$ cat src/rtl/qos_ingress.sv
// qos_ingress: one-word-per-VC holding stage feeding the qos write port, with
// per-VC pausa/continuar back-pressure and round-robin arbitration.
// Optional per-VC stall counters are built when QOS_INGRESS_STALL_CNT_EN is defined.
module qos_ingress #(
  parameter int unsigned QUEUE_QUANTITY = 4,
  parameter int unsigned BUF_WIDTH      = 3,
  parameter int unsigned STALL_CNT_W    = 16
) (
  input  logic                              clk,
  input  logic                              rst,
  input  logic                              enb,
  input  logic                              in_valid,
  input  logic [$clog2(QUEUE_QUANTITY)-1:0] in_vc,
  input  logic [BUF_WIDTH:0]                in_data,
  output logic                              in_ready,
  input  logic [QUEUE_QUANTITY-1:0]         pausa,
  input  logic [QUEUE_QUANTITY-1:0]         continuar,
  output logic                              wr_en,
  output logic [$clog2(QUEUE_QUANTITY)-1:0] vc_id,
  output logic [BUF_WIDTH:0]                data_word,
  output logic [QUEUE_QUANTITY-1:0]         paused,
  output logic                              idle
`ifdef QOS_INGRESS_STALL_CNT_EN
  ,output logic [QUEUE_QUANTITY*STALL_CNT_W-1:0] stall_cnt
`endif
);

  localparam int unsigned Q    = QUEUE_QUANTITY;
  localparam int unsigned VC_W = $clog2(QUEUE_QUANTITY);
  localparam int unsigned DW   = BUF_WIDTH + 1;

  logic [Q-1:0]    pend_q, pend_d;
  logic [Q-1:0]    paused_q, paused_d;
  logic [Q-1:0]    elig;
  logic [DW-1:0]   slot_q [Q];
  logic [DW-1:0]   slot_d [Q];
  logic [VC_W-1:0] rr_q, rr_d;
  logic [VC_W-1:0] vc_q, vc_d;
  logic [DW-1:0]   data_q, data_d;
  logic            wr_q, wr_d;
  logic [VC_W-1:0] winner, idx;
  logic            grant, accept;

  // A VC raising pausa is masked in the same cycle, before its flag registers.
  always_comb begin
    paused_d = pausa | (paused_q & ~continuar);
    elig     = pend_q & ~paused_q & ~pausa;
  end

  // Round-robin search starting just after the last winner.
  always_comb begin
    grant  = 1'b0;
    winner = '0;
    idx    = '0;
    for (int unsigned k = 1; k <= Q; k++) begin
      idx = rr_q + VC_W'(k);
      if (!grant && elig[idx]) begin
        grant  = 1'b1;
        winner = idx;
      end
    end
    if (!enb) begin
      grant = 1'b0;
    end
  end

  assign in_ready = enb & (~pend_q[in_vc] | (grant & (winner == in_vc)));
  assign accept   = in_valid & in_ready;

  // A refill of the VC being drained at the same edge keeps its slot pending.
  always_comb begin
    pend_d = pend_q;
    slot_d = slot_q;
    rr_d   = rr_q;
    wr_d   = 1'b0;
    vc_d   = vc_q;
    data_d = data_q;
    if (grant) begin
      wr_d           = 1'b1;
      vc_d           = winner;
      data_d         = slot_q[winner];
      rr_d           = winner;
      pend_d[winner] = 1'b0;
    end
    if (accept) begin
      pend_d[in_vc] = 1'b1;
      slot_d[in_vc] = in_data;
    end
  end

  always_ff @(posedge clk or posedge rst) begin
    if (rst) begin
      pend_q   <= '0;
      paused_q <= '0;
      rr_q     <= VC_W'(Q - 1);
      wr_q     <= 1'b0;
      vc_q     <= '0;
      data_q   <= '0;
      for (int unsigned i = 0; i < Q; i++) begin
        slot_q[i] <= '0;
      end
    end else begin
      paused_q <= paused_d;
      if (enb) begin
        pend_q <= pend_d;
        rr_q   <= rr_d;
        vc_q   <= vc_d;
        data_q <= data_d;
        slot_q <= slot_d;
      end
      wr_q <= wr_d;
    end
  end

  assign wr_en     = wr_q;
  assign vc_id     = vc_q;
  assign data_word = data_q;
  assign paused    = paused_q;
  assign idle      = ~|pend_q;

`ifdef QOS_INGRESS_STALL_CNT_EN
  logic [Q-1:0][STALL_CNT_W-1:0] stall_q;

  // Saturating count of enabled cycles a VC holds a word while paused.
  always_ff @(posedge clk or posedge rst) begin
    if (rst) begin
      stall_q <= '0;
    end else begin
      for (int unsigned i = 0; i < Q; i++) begin
        if (enb && pend_q[i] && paused_q[i] && (stall_q[i] != '1)) begin
          stall_q[i] <= stall_q[i] + STALL_CNT_W'(1);
        end
      end
    end
  end

  assign stall_cnt = stall_q;
`endif

endmodule

$ cat config.mk
export PLATFORM = sky130hd
export DESIGN_NAME = qos_ingress
export DESIGN_NICKNAME = d
export VERILOG_FILES = /design/src/rtl/qos_ingress.sv
export SDC_FILE = /design/constraint.sdc
export NUM_CORES = 1
export LEC_CHECK = 0
export ABC_CLOCK_PERIOD_IN_PS = 2110
export CORE_MARGIN = 1.5
export CORE_UTILIZATION = 30
export CTS_CLUSTER_DIAMETER = 50
export DETAILED_ROUTE_END_ITERATION = 10
export PLACE_DENSITY = 0.57
export SYNTH_ARGS = -nofsm -noshare
export SYNTH_HDL_FRONTEND = slang
export SYNTH_SLANG_ARGS = --single-unit
$ cat constraint.sdc
create_clock -name clk -period 2.11 [get_ports clk]
set_input_delay 0.422 -clock clk [delete_from_list [all_inputs] [get_ports clk]]
set_output_delay 0.422 -clock clk [all_outputs]
set_load 0.03 [all_outputs]
==> metrics.yaml <==
outcome: "complete, but fails checks"
violations: "setup timing"
cts_max_level: 2
root_buffer: "clkbuf_8"
peakVddDrop_mv: 0.496
nets: 273
criticalPathCategory: "reg2out"
portBuffers: 30
setup_viol: 25
clk_pin_slew_worst_paths_ns: 0.07
period_minus_slack_ns: 2.43
syn2layout_area_growth_pct: 59.7
vias_per_cell: 5.07
cellLeakagePower_nw: 1.29
finClkSkew_ns: 0.00760
max_freq_mhz: 411
drt-total-wl_microns: 5190
rows: 28
fill_cells: 573
core_sq_mm: 0.00603
grtUsageTotal_pct: 15.4
synth_top_area_share_pct: 40.6
power_density_mw_per_mm2: 1230
ys_ff_latch: 33
syn_inst: 166
antenna_found_initial: 0
hold_viol: 0
yosysMostFrequentCell: "dfrtp_1"
grt_pass1_vias: 1685
finalWorstSetupSlack_ns: -0.324
min_period_over_period_pct: 115
drtPass1Iterations: 7
num_vias: 1678
clk_latency_ns: 0.29
grt_max_degree: 34
gp_congestion: 0.808
grt_pass1_wl_microns: 8470
clock-sinks: 33
rsz0062_at_grt: "yes"
diodes: 0
async_flop_share_pct: 100
ys.flop_type: "dfrtp_1"
ys_warn_count: 0
ys_top_cells_by_count: "31 x dfrtp_1, 12 x a211oi_1, 12 x inv_1"
die_area_sq_mm: 0.00686
drc: 0
crit_arrival_ns: 2.01
holdWs_ns: 0.514
num_io_pins: 31
ff2ff_setup_slack_ns: -0.20
maxSlewHeadroom_pct: 70.7
drive_above_1_share_pct: 47.7
syn_area_per_cell_sq_um: 11.5
cts_buffers: 5
worstMarginPinSlew_ns: 0.440
synthTopCellsByArea: "dfrtp_1 41%, mux2_4 6.3%, a211oi_1 4.7%"
critPathRequiredTime_ns: 1.69
synth.largest_area_cell: "dfrtp_1"
drt_iter0_markers: 83
crit_path_start_kind: "flip-flop"
ys_types: 47
syn-num-nets: 184
endpoint_kind: "output port"
drv_slew: 0
cts_tree: "done"
final_antenna_net_count: 0
dieWidth_microns: 82.8
crit_fanout: 3
hp-class: "in2reg"
hpwl_microns: 3630
cap_violations: 0
die_h_microns: 82.8
wire_per_inst_microns: 15.7
holdBufCountCts: 0
syn_area_sq_mm: 0.00191
cts.path.max_buffers: 2
start_util_pct: 31.7
ys_seq_area_share_pct: 43.4
final_util_pct: 50.6
synth_edf_count: 0
grt_remaining_overflow: 0
[kinds of logic after synthesis]
group | count (synthesis) | synth area share [%]
compound gates | 54 | 24.6
simple gates | 43 | 15.3
flops | 33 | 43.4
buf+inv | 18 | 4.39
mux | 17 | 11.9
xor+xnor | 1 | 0.458
[report_power, final]
group	leakage, nW	internal, mW	switching (mW)
Sequential	0.368	0.893	0.201
Combinational	0.862	1.09	0.930
Clock	0.0574	0.384	0.256
Total	1.29	2.37	1.39
[per-layer routing]
layer	vias up	GRT usage, %	part of all wire, %	routed length, microns
met3	9	2.98	2.6	133
met2	27	23.6	44	2290
met1	825	21.2	51	2670
met4	0	6.97	1.9	98
li1	817	-	-	-
met5	-	0	0	0
[metrics by stage]
| step | cell area, sq um | cells | setup slack (ns) | setup TNS, ns | power (mW) |
|---|---|---|---|---|---|
| 5_1_grt | 3050 | 331 | -0.396 | -5.32 | 3.96 |
| 3_3_place_gp | 2640 | 308 | -0.587 | -12.35 | 2.78 |
| 3_5_place_dp | 2640 | 308 | -0.605 | -12.76 | 2.80 |
| 6_report | 3050 | 331 | -0.324 | -3.43 | 3.76 |
| 4_1_cts | 2940 | 325 | -0.378 | -3.68 | 3.64 |
| 2_1_floorplan | 1960 | 166 | -0.143 | -0.172 | 2.13 |
[flip-flops by register name (all words and copies together) (netlist names)]
| name | cells |
|---|---|
| data_word | 4 |
| slot_q | 16 |
| rr_q | 2 |
| vc_id | 2 |
| paused | 4 |
| wr_en | 1 |
| pend_q | 4 |
[cell type report]
type | count | area (sq um) | share of cell area (%)
Multi-Input combinational cell | 116 | 1160 | 38.1
Timing Repair Buffer | 87 | 796 | 26.1
Clock inverter | 2 | 37.5 | 1.23
Tap cell | 75 | 93.8 | 3.08
Clock buffer | 6 | 82.6 | 2.71
Sequential cell | 33 | 832 | 27.3
Inverter | 12 | 45.0 | 1.48
[cell usage in the layout, fill, tap and decap left out, types with 3 or more instances in the layout]
cell,count
a211oi_1,9
a211oi_2,4
a21o_1,5
a2bb2oi_1,4
buf_4,40
buf_6,17
clkbuf_8,6
clkdlybuf4s50_1,24
dfrtp_1,28
dfrtp_2,3
dlygate4sd2_1,5
inv_1,12
mux2_4,12
mux2i_2,3
nand2_1,6
nand3_1,5
nor2_1,10
o211ai_1,4
o21ai_1,3
o21ai_2,4
or3_1,5
[repair_timing]
action	CTS	global route
buffers inserted	8	7
endpoints found under the setup margin	25	25
pin swaps	22	9
cloned	1	0
resized for setup	31	16
[worst max-delay path: stages, from the launching register on]
cell and delay [ns]:
dfrtp_2 0.41, or3b_4 0.40, o32a_1 0.35, and3_1 0.19
o21ai_2 0.13, o22ai_2 0.10, buf_6 0.14
[worst paths after layout]
path	from	end	cells after the start
min reg2reg	slot_q[0]$_DFFE_PP0P_	slot_q[0]$_DFFE_PP0P_	1
min in group asynchronous	rst	slot_q[0]$_DFFE_PP0P_	3
max in group asynchronous	rst	rr_q[1]$_DFFE_PP1P_	3
max reg2reg	paused[1]$_DFF_PP0_	data_word[3]$_DFFE_PP0P_	10
min	pausa[3]	paused[3]$_DFF_PP0_	2
max	paused[1]$_DFF_PP0_	in_ready	6
(Power assumes the default switching activity.)
